--- src/rtl/irq_trap_ctrl_if.sv ---
// Bus between irq_trap_ctrl and its neighbours: interrupt request/cause,
// commit-stage info, CSR views, the flush handshake and the CSR/mstatus strobes.
interface irq_trap_ctrl_if #(
  parameter int XLEN = 32
);
  logic            dbg_mode;
  logic            irq_req;
  logic            wfi_irq_req;
  logic [XLEN-1:0] irq_cause;
  logic            cmt_vld;
  logic [XLEN-1:0] cmt_pc;
  logic            cmt_is_wfi;
  logic            cmt_is_mret;
  logic [XLEN-1:0] csr_mtvec;
  logic [XLEN-1:0] csr_mepc;
  logic            cmt_kill;
  logic            flush_req;
  logic [XLEN-1:0] flush_pc;
  logic            flush_ack;
  logic            mepc_we;
  logic            mcause_we;
  logic [XLEN-1:0] mepc_wdata;
  logic [XLEN-1:0] mcause_wdata;
  logic            trap_enter;
  logic            trap_exit;
  logic            wfi_flag_r;
  logic            halt_req;

  modport slave (
    input  dbg_mode, irq_req, wfi_irq_req, irq_cause,
    input  cmt_vld, cmt_pc, cmt_is_wfi, cmt_is_mret,
    input  csr_mtvec, csr_mepc, flush_ack,
    output cmt_kill, flush_req, flush_pc,
    output mepc_we, mcause_we, mepc_wdata, mcause_wdata,
    output trap_enter, trap_exit, wfi_flag_r, halt_req
  );

  modport master (
    output dbg_mode, irq_req, wfi_irq_req, irq_cause,
    output cmt_vld, cmt_pc, cmt_is_wfi, cmt_is_mret,
    output csr_mtvec, csr_mepc, flush_ack,
    input  cmt_kill, flush_req, flush_pc,
    input  mepc_we, mcause_we, mepc_wdata, mcause_wdata,
    input  trap_enter, trap_exit, wfi_flag_r, halt_req
  );
endinterface

--- src/rtl/irq_trap_ctrl.sv ---
// Machine-mode interrupt entry / mret exit / WFI sleep sequencer.
// Define IRQ_VECTORED_EN to enable vectored mtvec mode for interrupts.
module irq_trap_ctrl #(
  parameter int XLEN = 32
) (
  input  logic              clk,
  input  logic              rst_n,
  irq_trap_ctrl_if.slave    bus
);

  typedef enum logic [2:0] {
    ST_IDLE,
    ST_TRAP,
    ST_RET,
    ST_SLEEP,
    ST_WAKE
  } state_e;

  state_e          r_state;
  state_e          w_state_nxt;
  logic [XLEN-1:0] r_ret_pc;
  logic [XLEN-1:0] w_ret_pc_nxt;
  logic [XLEN-1:0] r_cause_q;
  logic [XLEN-1:0] w_cause_nxt;
  logic [XLEN-1:0] r_flush_pc;
  logic [XLEN-1:0] w_flush_pc_nxt;
  logic            r_flush_req;
  logic            r_wfi_flag;
  logic            w_kill;
  logic            w_trap_done;
  logic            w_ret_done;
  logic [XLEN-1:0] w_mtvec_base;
  logic [XLEN-1:0] w_trap_target;

  // Both capture points (IDLE commit, SLEEP wake-by-irq) latch irq_cause in the
  // same cycle, so the target can be formed from the live cause and registered.
  assign w_mtvec_base = {bus.csr_mtvec[XLEN-1:2], 2'b00};

`ifdef IRQ_VECTORED_EN
  assign w_trap_target = (bus.csr_mtvec[1:0] == 2'b01 && bus.irq_cause[XLEN-1])
                       ? w_mtvec_base + XLEN'({bus.irq_cause[3:0], 2'b00})
                       : w_mtvec_base;
`else
  logic w_unused_mode;
  assign w_unused_mode = ^bus.csr_mtvec[1:0];
  assign w_trap_target = w_mtvec_base;
`endif

  always_comb begin
    // NOTE: every signal gets a default first so no path leaves it unassigned (no latches).
    w_state_nxt    = r_state;
    w_ret_pc_nxt   = r_ret_pc;
    w_cause_nxt    = r_cause_q;
    w_flush_pc_nxt = r_flush_pc;
    w_kill         = 1'b0;
    w_trap_done    = 1'b0;
    w_ret_done     = 1'b0;

    case (r_state)
      ST_IDLE: begin
        if (bus.cmt_vld && bus.irq_req) begin
          w_kill         = 1'b1;
          w_ret_pc_nxt   = bus.cmt_pc;
          w_cause_nxt    = bus.irq_cause;
          w_flush_pc_nxt = w_trap_target;
          w_state_nxt    = ST_TRAP;
        end else if (bus.cmt_vld && bus.cmt_is_mret) begin
          w_flush_pc_nxt = bus.csr_mepc;
          w_state_nxt    = ST_RET;
        end else if (bus.cmt_vld && bus.cmt_is_wfi && !bus.dbg_mode) begin
          w_ret_pc_nxt   = bus.cmt_pc + XLEN'(4);
          w_state_nxt    = ST_SLEEP;
        end
      end
      ST_TRAP: begin
        if (bus.flush_ack) begin
          w_trap_done = 1'b1;
          w_state_nxt = ST_IDLE;
        end
      end
      ST_RET: begin
        if (bus.flush_ack) begin
          w_ret_done  = 1'b1;
          w_state_nxt = ST_IDLE;
        end
      end
      ST_SLEEP: begin
        // Commits are ignored here; ret_pc already holds the instruction after the WFI.
        if (bus.irq_req) begin
          w_cause_nxt    = bus.irq_cause;
          w_flush_pc_nxt = w_trap_target;
          w_state_nxt    = ST_TRAP;
        end else if (bus.wfi_irq_req) begin
          w_flush_pc_nxt = r_ret_pc;
          w_state_nxt    = ST_WAKE;
        end
      end
      ST_WAKE: begin
        if (bus.flush_ack) begin
          w_state_nxt = ST_IDLE;
        end
      end
      default: w_state_nxt = ST_IDLE;
    endcase
  end

  // NOTE: sequential state uses non-blocking assignments so all flops update together.
  always_ff @(posedge clk or negedge rst_n) begin
    if (!rst_n) begin
      r_state     <= ST_IDLE;
      r_ret_pc    <= '0;
      r_cause_q   <= '0;
      r_flush_pc  <= '0;
      r_flush_req <= 1'b0;
      r_wfi_flag  <= 1'b0;
    end else begin
      r_state     <= w_state_nxt;
      r_ret_pc    <= w_ret_pc_nxt;
      r_cause_q   <= w_cause_nxt;
      r_flush_pc  <= w_flush_pc_nxt;
      r_flush_req <= (w_state_nxt == ST_TRAP) || (w_state_nxt == ST_RET) ||
                     (w_state_nxt == ST_WAKE);
      r_wfi_flag  <= (w_state_nxt == ST_SLEEP);
    end
  end

  assign bus.cmt_kill     = w_kill;
  assign bus.flush_req    = r_flush_req;
  assign bus.flush_pc     = r_flush_pc;
  assign bus.mepc_we      = w_trap_done;
  assign bus.mcause_we    = w_trap_done;
  assign bus.mepc_wdata   = r_ret_pc;
  assign bus.mcause_wdata = r_cause_q;
  assign bus.trap_enter   = w_trap_done;
  assign bus.trap_exit    = w_ret_done;
  assign bus.wfi_flag_r   = r_wfi_flag;
  assign bus.halt_req     = r_wfi_flag;

endmodule

--- src/flat_wrapper.sv ---
// flat-port wrapper written by rule: the top's interface ports become plain ports
module irq_trap_ctrl_flat 
#(
  parameter int XLEN = 32
)
  (clk, rst_n, bus_dbg_mode, bus_irq_req, bus_wfi_irq_req, bus_irq_cause, bus_cmt_vld, bus_cmt_pc, bus_cmt_is_wfi, bus_cmt_is_mret, bus_csr_mtvec, bus_csr_mepc, bus_flush_ack, bus_cmt_kill, bus_flush_req, bus_flush_pc, bus_mepc_we, bus_mcause_we, bus_mepc_wdata, bus_mcause_wdata, bus_trap_enter, bus_trap_exit, bus_wfi_flag_r, bus_halt_req);
  irq_trap_ctrl_if #(.XLEN(XLEN)) bus_i ();
  input  logic clk;
  input  logic rst_n;
  input wire logic [$bits(bus_i.dbg_mode)-1:0] bus_dbg_mode;
  input wire logic [$bits(bus_i.irq_req)-1:0] bus_irq_req;
  input wire logic [$bits(bus_i.wfi_irq_req)-1:0] bus_wfi_irq_req;
  input wire logic [$bits(bus_i.irq_cause)-1:0] bus_irq_cause;
  input wire logic [$bits(bus_i.cmt_vld)-1:0] bus_cmt_vld;
  input wire logic [$bits(bus_i.cmt_pc)-1:0] bus_cmt_pc;
  input wire logic [$bits(bus_i.cmt_is_wfi)-1:0] bus_cmt_is_wfi;
  input wire logic [$bits(bus_i.cmt_is_mret)-1:0] bus_cmt_is_mret;
  input wire logic [$bits(bus_i.csr_mtvec)-1:0] bus_csr_mtvec;
  input wire logic [$bits(bus_i.csr_mepc)-1:0] bus_csr_mepc;
  input wire logic [$bits(bus_i.flush_ack)-1:0] bus_flush_ack;
  output wire logic [$bits(bus_i.cmt_kill)-1:0] bus_cmt_kill;
  output wire logic [$bits(bus_i.flush_req)-1:0] bus_flush_req;
  output wire logic [$bits(bus_i.flush_pc)-1:0] bus_flush_pc;
  output wire logic [$bits(bus_i.mepc_we)-1:0] bus_mepc_we;
  output wire logic [$bits(bus_i.mcause_we)-1:0] bus_mcause_we;
  output wire logic [$bits(bus_i.mepc_wdata)-1:0] bus_mepc_wdata;
  output wire logic [$bits(bus_i.mcause_wdata)-1:0] bus_mcause_wdata;
  output wire logic [$bits(bus_i.trap_enter)-1:0] bus_trap_enter;
  output wire logic [$bits(bus_i.trap_exit)-1:0] bus_trap_exit;
  output wire logic [$bits(bus_i.wfi_flag_r)-1:0] bus_wfi_flag_r;
  output wire logic [$bits(bus_i.halt_req)-1:0] bus_halt_req;
  assign bus_i.dbg_mode = bus_dbg_mode;
  assign bus_i.irq_req = bus_irq_req;
  assign bus_i.wfi_irq_req = bus_wfi_irq_req;
  assign bus_i.irq_cause = bus_irq_cause;
  assign bus_i.cmt_vld = bus_cmt_vld;
  assign bus_i.cmt_pc = bus_cmt_pc;
  assign bus_i.cmt_is_wfi = bus_cmt_is_wfi;
  assign bus_i.cmt_is_mret = bus_cmt_is_mret;
  assign bus_i.csr_mtvec = bus_csr_mtvec;
  assign bus_i.csr_mepc = bus_csr_mepc;
  assign bus_i.flush_ack = bus_flush_ack;
  assign bus_cmt_kill = bus_i.cmt_kill;
  assign bus_flush_req = bus_i.flush_req;
  assign bus_flush_pc = bus_i.flush_pc;
  assign bus_mepc_we = bus_i.mepc_we;
  assign bus_mcause_we = bus_i.mcause_we;
  assign bus_mepc_wdata = bus_i.mepc_wdata;
  assign bus_mcause_wdata = bus_i.mcause_wdata;
  assign bus_trap_enter = bus_i.trap_enter;
  assign bus_trap_exit = bus_i.trap_exit;
  assign bus_wfi_flag_r = bus_i.wfi_flag_r;
  assign bus_halt_req = bus_i.halt_req;
  irq_trap_ctrl #(.XLEN(XLEN)) u_core (.clk(clk), .rst_n(rst_n), .bus(bus_i));
endmodule
--- config.mk ---
export PLATFORM = sky130hd
export DESIGN_NAME = irq_trap_ctrl_flat
export DESIGN_NICKNAME = d
export VERILOG_FILES = /design/src/rtl/irq_trap_ctrl_if.sv /design/src/rtl/irq_trap_ctrl.sv /design/src/flat_wrapper.sv
export SDC_FILE = /design/constraint.sdc
export NUM_CORES = 1
export LEC_CHECK = 0
export CORE_ASPECT_RATIO = 1.4
export CORE_MARGIN = 4
export CORE_UTILIZATION = 25
export CTS_BUF_LIST = sky130_fd_sc_hd__clkbuf_4
export CTS_CLUSTER_DIAMETER = 60
export DETAILED_ROUTE_END_ITERATION = 12
export GPL_TIMING_DRIVEN = 0
export PLACE_DENSITY = 0.49
export SYNTH_ARGS = -nofsm -noshare
export SYNTH_HDL_FRONTEND = slang
export SYNTH_SLANG_ARGS = --single-unit
--- constraint.sdc ---
create_clock -name clk -period 2.85 [get_ports clk]
set_input_delay 0.4275 -clock clk [delete_from_list [all_inputs] [get_ports clk]]
set_output_delay 0.4275 -clock clk [all_outputs]
set_load 0.05 [all_outputs]
; ---- Word-level counts from Yosys, hierarchy flattened
; Index checks and enable logic that the tools add are counted.
[classes]
add_sub_neg = 1
multipliers = 0
div = 0
magnitude_cmp = 0
n_eq_ne = 13
shifts = 0
mux = 23
bitwise = 0
reduce_logical = 14
[op_table]
columns = cell, count
row1 = $mux W32, 9
row2 = $pmux W32 S2, 2
row3 = $add A32 B3 Y32 const B, 1
row4 = $mux W3, 6
row5 = $eq A3 B2 Y1 const B, 4
row6 = $pmux W3 S3, 1
row7 = $reduce_and A3 Y1, 3
row8 = $eq A3 B1 Y1 const B, 2
row9 = $eq A3 B3 Y1 const B, 2
row10 = $mux W1, 5
row11 = $logic_and A1 B1 Y1, 4
row12 = $ne A2 B1 Y1 const B, 2
row13 = $reduce_bool A2 Y1, 2
row14 = $logic_not A3 Y1, 1
row15 = $ne A3 B1 Y1 const B, 1
row16 = $ne A3 B3 Y1 const B, 1
row17 = $reduce_or A3 Y1, 1
row18 = $logic_or A1 B1 Y1, 2
row19 = $ne A2 B2 Y1 const B, 1
row20 = $logic_not A1 Y1, 1
[word_totals]
register_bits = 101
latchBits = 0
ram_bits = 0
romBits = 0
in_bits = 137
output_inout_bits = 104
wordCells = 57
n_memories = 0

; ---- Logic depth before layout (Yosys ltp)
; Gate-level depths: netlist of the first run.
[depth]
depth_word = 9
ltp_mapped = 9
depth_no_buf = 6

; ---- Least setup slack after synthesis of the first run
; No wires, ideal clock.
[synth_timing]
path_type = flip-flop to output port
startpoint = register u_core.r_state[1]
endpoint = output bus_mepc_we
arrival_time_ns = 1.716
t_required_ns = 2.423
slack_ns = 0.706
path_stages_with_launch = 5
path_buffers = 2
path_cell_list = dfrtp_1 -> buf_2 -> nand2b_1 -> nor2_1 -> buf_4
[synth_via]
elab_chain_cells = 2
[synth_lines]
columns = item, line_no
row1 = start: declaration, irq_trap_ctrl.sv:19  ; state_e r_state;
row2 = start signal: assignment, irq_trap_ctrl.sv:117  ; r_state <= w_state_nxt;
row3 = $eq A3 B1 Y1, irq_trap_ctrl.sv:59  ; case (r_state)
row4 = $mux W1, irq_trap_ctrl.sv:59
row5 = end: declaration, flat_wrapper.sv:24  ; output wire logic [$bits(bus_i.mepc_we)-1:0] bus_mepc_we;
; No other way between the ends.

; ---- Worst setup path in the final report of the first run
[layout_timing]
startpoint = register u_core.r_state[0]
endpoint = output bus_cmt_kill
[layout_via]
elab_chain_cells = 2
[layout_lines]
columns = item, line_no
row1 = $logic_not A3 Y1, irq_trap_ctrl.sv:59
row2 = $mux W1, irq_trap_ctrl.sv:59
row3 = end: declaration, flat_wrapper.sv:21  ; output wire logic [$bits(bus_i.cmt_kill)-1:0] bus_cmt_kill;
; No other way between the ends.

==> results.tsv, run 1 <==
metric	value	unit
largest net degree at the start of global routing	54	
worst path required time	2420	ps
Critical Path Stages	4	
CTS tree	yes	
worst setup margin	279	ps
Met2 Wirelength	10500	um
# port buffers	237	
Buf+Inv Stages, Crit Path	2	
max-slew violations	0	
register area	2530	um2
clock tree root driver cell	clkbuf_4	
Die Area	23800	um2
Power Total	9.13	mW
Most used DFF post-synth	dfrtp_1	
Top Layer Used	met4	
Slew @ Worst Pin	853	ps
final count of hold timing violations	0	
maximum root-to-sink buffer count	2	
Clock Latency Late Sink	480	ps
Reg clk slew, reported paths	190	ps
drc violations	0	
cell area power density	1110	nW/um2
starting DRC count in detailed routing	171	
GR Overflow Total	0	
post-synthesis sequential area ratio	0.473	
nets	942	
top cell type's share of synthesized area	0.473	
dpl ws	-345	ps
area delta synth->final	54.2	%
core area	21100	um2
Synth cell types	44	
global-route wire length before repair	31200	um
f_max	389	MHz
num rows	63	
Worst Skew	21.8	ps
mean post-synth cell area	9.63	um2
Multi-input gate area	2600	um2
Final setup viols	0	
total global-route track usage	0.166	
setup repair bufs after CTS	0	
Max stage delay on crit path	550	ps
WL met1	7890	um
share of post-route cells with drive strength above 1	0.105	
clk sinks	101	
IO Count	241	
vias	5055	
Die Wd	132	um
final RePlAce weighted congestion	0.843	
metal3 WL	816	um
Initial Utilization	0.253	
final wirelength	19900	um
Mapped Nets	693	
vias in the first global route	5542	
post-synth top area cell	dfrtp_1	
Post-synth EDFFs	0	
wire per inst	18.4	um
hpwl dp	16700	um
total CTS buffers	9	
ys async rst share	1.00	
Gate Count Post-Synth	555	
Yosys Warn Count	0	
LEAKAGE	3.47	nW
final worst-path cycle share	0.902	
CP Class	flop to primary output	
status	completed	
initial antenna violation count	9	
RSZ-0062 raised after global routing	no	
maximum vdd drop	470	uV
Max-Cap Viols	0	
Startpoint Class	flop	
Worst Path Max Fanout	10	
ordered cell list for the critical path	buf_2 -> nor3_1 -> and3_1 -> dlygate4sd2_1	
Die Span Y	181	um
drt pass-1 iters	4	
crit path DAT	2140	ps
antenna-violating nets left	0	
synthesized area	5340	um2
crit path capture type	primary output	
worst r2r path cells	6	
setup TNS	0	ps
H-tree levels	3	
Min Clock Period, post-route	2570	ps
Slew headroom	0.429	
top post-synthesis cells by area	dfrtp_1, mux2_2, mux2i_1	
critical path's slowest cell	dlygate4sd2_1	
Min-Delay Path Class	primary input to asynchronous set/reset pin	
vias per inst	4.69	
filler cell count	2139	
Top delay family on crit path	buffers and inverters	
#FFs+latches synth	101	
-- power by group --
group          switching, mW  internal (mW)  total, mW
sequential             0.494           2.12       2.61
clock                  0.562          0.210      0.772
combinational           3.76           1.99       5.75
-- flip-flops by register name (all words and copies together), names as in the netlist --
| name | cells |
|---|---|
| u_core.bus.mcause_wdata | 32 |
| u_core.bus.flush_req | 1 |
| u_core.bus.halt_req | 1 |
| u_core.bus.flush_pc | 32 |
| u_core.r_state | 3 |
| u_core.bus.mepc_wdata | 32 |
-- worst paths after layout --
path                                          endpoint  slack, ps                    start
setup / recovery                          bus_cmt_kill        280        u_core.r_state[0]
hold / removal             u_core.bus.mcause_wdata[18]        470                    rst_n
setup reg to reg              u_core.bus.mepc_wdata[4]        800        u_core.r_state[0]
hold reg to reg                u_core.bus.flush_pc[18]        500  u_core.bus.flush_pc[18]
max in group asynchronous      u_core.bus.flush_pc[16]       1650                    rst_n
min in group clk               u_core.bus.flush_pc[18]        500  u_core.bus.flush_pc[18]
-- synthesized netlist by cell type (2+ instances only) --
library cell,number
nand2_1,81
buf_4,5
xor2_1,17
nor3b_1,2
o21ai_2,2
mux2i_1,32
nor4_4,2
nand4_1,12
mux2_2,33
or2_1,2
nor3_1,35
a21oi_1,34
inv_1,4
and3_1,10
buf_2,16
nand3_1,2
nor4_2,2
nor2_1,12
o21ai_1,52
dfrtp_1,101
xnor2_1,12
clkbuf_1,19
nor2b_1,3
nand2b_1,2
nand3b_1,3
o21ai_0,42
-- placed cells by master (no fill, tap or decap), types with 16 or more instances in the layout --
cell type | synthesis | routed
clkdlybuf4s50_1 | 0 | 232
o21ai_0 | 42 | 42
mux2i_1 | 32 | 32
a21oi_1 | 34 | 34
o21ai_1 | 52 | 52
nor3_1 | 35 | 35
clkbuf_1 | 19 | 19
nand2_1 | 81 | 81
buf_2 | 16 | 16
mux2_2 | 33 | 33
xor2_1 | 17 | 17
dfrtp_1 | 101 | 101
-- final cells by class --
type,count,share of cell area
buffer,41,0.0243
clock inverter,7,0.00926
sequential,101,0.307
tap,260,0.0395
clock buffer,9,0.00820
timing repair buffer,239,0.292
inverter,4,0.00182
multi-input combinational,408,0.315
antenna,9,0.00273
-- what timing repair did --
item	in CTS	in global routing
hold buffers	1	0
resized for setup	3	1
endpoints found under the hold margin	48	0
setup endpoints to repair	3	1
-- worst register-to-register path, stage by stage, from the launching register on --
cell and delay, ps:
dfrtp_1 410, buf_2 180, nor3_1 320, o211ai_1 430, clkbuf_1 370, nand2_1 120
o21ai_0 80
-- stage by stage --
| step | cells | hold slack [ps] | area (um2) | utilization |
|---|---|---|---|---|
| 4_1_cts | 1069 | 461 | 8210 | 0.389 |
| 6_report | 1078 | 470 | 8240 | 0.390 |
| 3_3_place_gp | 1052 | 469 | 8040 | 0.381 |
| 5_1_grt | 1078 | 472 | 8240 | 0.390 |
| 3_5_place_dp | 1053 | 477 | 8070 | 0.382 |
| 2_1_floorplan | 555 | 132 | 5340 | - |
-- logic make-up (layout without fill, tap and decap cells) --
group	Yosys count	count (layout)	synth area share
AND/OR/NAND/NOR	178	178	0.175
AO/OA/AOI/OAI	134	134	0.130
flip-flops	101	101	0.473
multiplexers	66	66	0.132
buffers and inverters	46	300	0.0410
XOR/XNOR	29	29	0.0475
adder cells (fa/ha/maj)	1	1	0.00234
other	0	9	0
-- per-layer routing --
layer / global-route usage / up-vias
li1: - / 2463
met1: 0.188 / 2386
met2: 0.299 / 172
met3: 0.0306 / 34
met4: 0.0794 / 0
met5: 0 / -
Power figures use the tool's default switching activity.
==> run 2, diff against run 1 <==
--- a/config.mk
+++ b/config.mk
@@ -6,7 +6,7 @@
 export NUM_CORES = 1
 export LEC_CHECK = 0
 export CORE_ASPECT_RATIO = 1.4
-export CORE_MARGIN = 4
+export CORE_MARGIN = 5
 export CORE_UTILIZATION = 25
 export CTS_BUF_LIST = sky130_fd_sc_hd__clkbuf_4
 export CTS_CLUSTER_DIAMETER = 60
==> run 2 against run 1 <==
Effect of this change:
- final cell count shrank 0.46%
- clock skew grew 7.2 ps
- cell area shrank 0.12%
- clock power up 7.3%
- combinational power barely moved
- non-clock buffer count stayed put
- largest cell class unchanged
- global-route usage decreased by 0.51 points
- critical endpoint unchanged
==> results.tsv, run 2 (synthesized netlist as in run 1, its figures left out) <==
metric	value	unit
Reg clk slew, reported paths	190	ps
Max-Cap Viols	0	
drc violations	0	
cell area power density	1120	nW/um2
Min-Delay Path Class	primary input to asynchronous set/reset pin	
RSZ-0062 raised after global routing	no	
IO Count	241	
Slew headroom	0.448	
vias per inst	4.67	
area delta synth->final	54.0	%
crit path capture type	primary output	
CP Class	flop to primary output	
maximum vdd drop	526	uV
initial antenna violation count	4	
dpl ws	-299	ps
Slew @ Worst Pin	824	ps
nets	942	
core area	21100	um2
Die Wd	134	um
drt pass-1 iters	4	
Final setup viols	0	
largest net degree at the start of global routing	62	
crit path DAT	2160	ps
CTS tree	yes	
setup TNS	0	ps
share of post-route cells with drive strength above 1	0.104	
most common cell after layout, fill and taps aside	clkdlybuf4s50_1	
antenna-violating nets left	0	
H-tree levels	3	
Min Clock Period, post-route	2580	ps
total CTS buffers	9	
status	completed	
Worst Setup SP	u_core.r_state[0]	
most frequent cells in the layout	clkdlybuf4s50_1, dfrtp_1, nand2_1	
total global-route track usage	0.161	
GR Overflow Total	0	
Reg2Reg Launch Point	u_core.r_state[2]	
Die Area	24400	um2
maximum root-to-sink buffer count	2	
hpwl dp	16800	um
clock tree root driver cell	clkbuf_4	
Worst Path Max Fanout	10	
hold_ws	411	ps
final wirelength	20100	um
Startpoint Class	flop	
final worst-path cycle share	0.907	
vias	5015	
Clock Latency Late Sink	500	ps
setup repair bufs after CTS	0	
worst setup margin	266	ps
starting DRC count in detailed routing	205	
clk sinks	101	
Worst Skew	29.0	ps
vias in the first global route	5298	
filler cell count	2152	
# port buffers	237	
Die Span Y	183	um
wire per inst	18.7	um
max-slew violations	0	
worst path required time	2420	ps
final count of hold timing violations	0	
Initial Utilization	0.253	
global-route wire length before repair	30300	um
final RePlAce weighted congestion	0.844	
f_max	387	MHz
LEAKAGE	3.47	nW
num rows	63	
## run 2: changes by cell type in the layout (fill, tap and decap cells not counted)
cell        before  now
clkinv_8         1    0
clkinv_1         0    1
inv_6            0    2
clkinv_4         3    1
inv_8            3    1
bufinv_16        0    1
diode_2          9    4
clkinvlp_4       0    1
## run 2: report_power, final
part	total [mW]	switching, mW	internal (mW)
Combinational	5.76	3.77	2.00
Clock	0.828	0.550	0.278
Sequential	2.59	0.475	2.12
## run 2: final timing paths
kind                            cells past startpoint                     endpoint  slack (ps)
worst max-delay path                                4                 bus_cmt_kill         270
worst min-delay path                                2  u_core.bus.mcause_wdata[25]         410
worst max register to register                      7      u_core.bus.flush_pc[22]         740
worst min register to register                      2      u_core.bus.flush_pc[27]         510
max in group asynchronous                           3     u_core.bus.mepc_wdata[9]        1680
min in group clk                                    2  u_core.bus.mcause_wdata[11]         490
## run 2: stage by stage
step                cell area, um2  power, mW   util  cells
floorplan                     5340       6.26      -    555
global placement              8040       8.41  0.381   1052
detailed placement            8070       8.49  0.382   1053
CTS                           8220       9.31  0.389   1069
global route                  8230       9.66  0.389   1073
finish                        8230       9.18  0.389   1073
## run 2: what timing repair did
action | CTS | global route
hold endpoints to repair | 40 | 0
setup endpoints to repair | 3 | 1
resized for setup | 3 | 1
hold buffers | 1 | 0
## run 2: critical path: stages (launching register included)
cell,delay (ps)
dfrtp_1,410
buf_2,170
nor3_1,320
and3_1,200
dlygate4sd2_1,560
## run 2: layer usage
layer | up-vias | track usage | routed length, um | part of all wire
li1 | 2450 | - | - | -
met4 | 0 | 0.0766 | 584 | 0.029
met1 | 2382 | 0.178 | 7930 | 0.39
met5 | - | 0 | 0 | 0
met2 | 153 | 0.298 | 10700 | 0.53
met3 | 30 | 0.0261 | 879 | 0.044
## run 2: final cells by class
class	count	area, um2	area share
Antenna cell	4	10.0	0.00122
Multi-Input combinational cell	408	2600	0.316
Clock inverter	7	78.8	0.00958
Inverter	4	15.0	0.00182
Clock buffer	9	67.6	0.00821
Tap cell	260	325	0.0395
Sequential cell	101	2530	0.307
Timing Repair Buffer	239	2410	0.292
Buffer	41	200	0.0243
==> run 3, diff against run 2 <==
--- a/config.mk
+++ b/config.mk
@@ -12,7 +12,8 @@
 export CTS_CLUSTER_DIAMETER = 60
 export DETAILED_ROUTE_END_ITERATION = 12
 export GPL_TIMING_DRIVEN = 0
-export PLACE_DENSITY = 0.49
+export MAX_ROUTING_LAYER = met4
+export PLACE_DENSITY = 0.51
 export SYNTH_ARGS = -nofsm -noshare
 export SYNTH_HDL_FRONTEND = slang
 export SYNTH_SLANG_ARGS = --single-unit
==> constraint.sdc (replaced) <==
create_clock -name clk -period 2.3 [get_ports clk]
set_input_delay 0.345 -clock clk [delete_from_list [all_inputs] [get_ports clk]]
set_output_delay 0.345 -clock clk [all_outputs]
set_load 0.02 [all_outputs]
==> run 3 against run 2 <==
Effect of this change:
- combinational power shrank 10%
- wire length grew 0.25%
- sequential share of layout area is essentially flat
- setup slack lost 73 ps
- total power grew 2.6%
- critical path depth is the same
- global-route usage grew 0.50 points
- sequential power grew 25%
- final cell count is essentially flat
- cell area grew 0.15%
- register-to-register slack lost 490 ps
- clock skew grew 9.7 ps
- critical endpoint is now bus_mcause_we
- largest cell class is now multi-input combinational cells
- largest power group unchanged
==> results.tsv, run 3 (synthesized netlist as in run 1, its figures left out) <==
metric	value	unit
status	completed	
WL met1	8320	um
RSZ-0062 raised after global routing	no	
worst r2r path cells	6	
Reg2Reg Capture Point	u_core.bus.mcause_wdata[3]	
starting DRC count in detailed routing	267	
GR Overflow Total	0	
final wirelength	20200	um
reg2reg setup slack	250	ps
global-route wire length before repair	30200	um
Startpoint Class	flop	
max-slew violations	0	
hold_ws	391	ps
drt pass-1 iters	4	
hpwl dp	16400	um
Slew @ Worst Pin	873	ps
initial antenna violation count	5	
maximum root-to-sink buffer count	2	
final core utilization	0.390	
post-route cell area	8240	um2
clock tree root driver cell	clkbuf_4	
vias	4971	
Slew headroom	0.415	
filler cell count	2173	
largest net degree at the start of global routing	59	
Initial Utilization	0.253	
total global-route track usage	0.166	
CP Class	flop to primary output	
most frequent cells in the layout	clkdlybuf4s50_1, dfrtp_1, nand2_1	
Die Span Y	183	um
most common cell after layout, fill and taps aside	clkdlybuf4s50_1	
worst path required time	1960	ps
maximum vdd drop	384	uV
Final setup viols	0	
f_max	475	MHz
Met2 Wirelength	10300	um
total CTS buffers	9	
metal3 WL	842	um
crit path DAT	1760	ps
clk sinks	101	
IO Count	241	
ordered cell list for the critical path	buf_2 -> nand2b_1 -> nor2_4 -> dlygate4sd2_1	
Min Clock Period, post-route	2110	ps
Worst Path Max Fanout	10	
share of post-route cells with drive strength above 1	0.111	
core area	21100	um2
Max-Cap Viols	0	
area delta synth->final	54.2	%
placed cell areas	8070	um2
Max stage delay on crit path	410	ps
final worst-path cycle share	0.916	
LEAKAGE	3.46	nW
Reg2Reg Launch Point	u_core.r_state[0]	
# port buffers	237	
Top Layer Used	met4	
Min-Delay Path Class	primary input to asynchronous set/reset pin	
Die Wd	134	um
num rows	63	
Clock Latency Late Sink	500	ps
Die Area	24400	um2
antenna-violating nets left	0	
wire per inst	18.8	um
register area	2530	um2
final RePlAce weighted congestion	0.808	
cell area power density	1140	nW/um2
Multi-input gate area	2610	um2
critical path's slowest cell	dfrtp_1	
drc violations	0	
Worst Skew	38.7	ps
vias per inst	4.63	
crit path capture type	primary output	
Reg clk slew, reported paths	180	ps
H-tree levels	3	
final count of hold timing violations	0	
nets	942	
CTS tree	yes	
vias in the first global route	5098	
run 3: final cells by class:
cell class / count / area share
clock inverter: 7 / 0.0102
timing repair buffer: 239 / 0.291
buffer: 41 / 0.0243
antenna: 5 / 0.00152
sequential: 101 / 0.307
inverter: 4 / 0.00182
tap: 260 / 0.0395
multi-input combinational: 408 / 0.317
clock buffer: 9 / 0.00820
run 3: how the worst max path moves through the flow:
stage,startpoint,endpoint
after CTS,u_core.r_state[1],bus_trap_enter
after global placement,rst_n,u_core.bus.mepc_wdata[1]
after floorplan,bus_irq_req,u_core.bus.mcause_wdata[10]
after detailed placement,bus_cmt_vld,bus_cmt_kill
after global routing,u_core.r_state[0],u_core.bus.flush_pc[18]
final,u_core.r_state[1],bus_mcause_we
run 3: power by group:
group          leakage [nW]  switching [mW]  internal, mW
clock                0.0824           0.746         0.271
sequential             1.23           0.610          2.62
combinational          2.14            2.69          2.49
run 3: what timing repair did:
action,CTS,global route
hold endpoints to repair,43,0
gates cloned,0,0
buffers inserted,0,0
setup endpoints to repair,5,3
hold buffers,1,0
resized for setup,8,6
run 3: routing by layer:
metal  global-route usage  vias up
li1                     -     2465
met1                0.192     2326
met2                0.282      147
met3               0.0299       33
met4               0.0733        0
met5                    -        -
run 3: per-stage QoR:
stage	TNS, ps	total power [mW]	cells	setup slack [ps]
after floorplan	0	5.79	555	607
final	0	9.42	1074	193
after CTS	0	9.56	1069	22.2
after global routing	0	10.0	1074	12.0
after global placement	-346780	8.50	1052	-3350
after detailed placement	-8690	8.53	1053	-521
run 3: worst max-delay path: cells and delay by family (launching register included):
| kind | cells | cell delay (ps) |
|---|---|---|
| flip-flops | 1 | 410 |
| AND/OR/NAND/NOR | 2 | 350 |
| buffers and inverters | 2 | 520 |
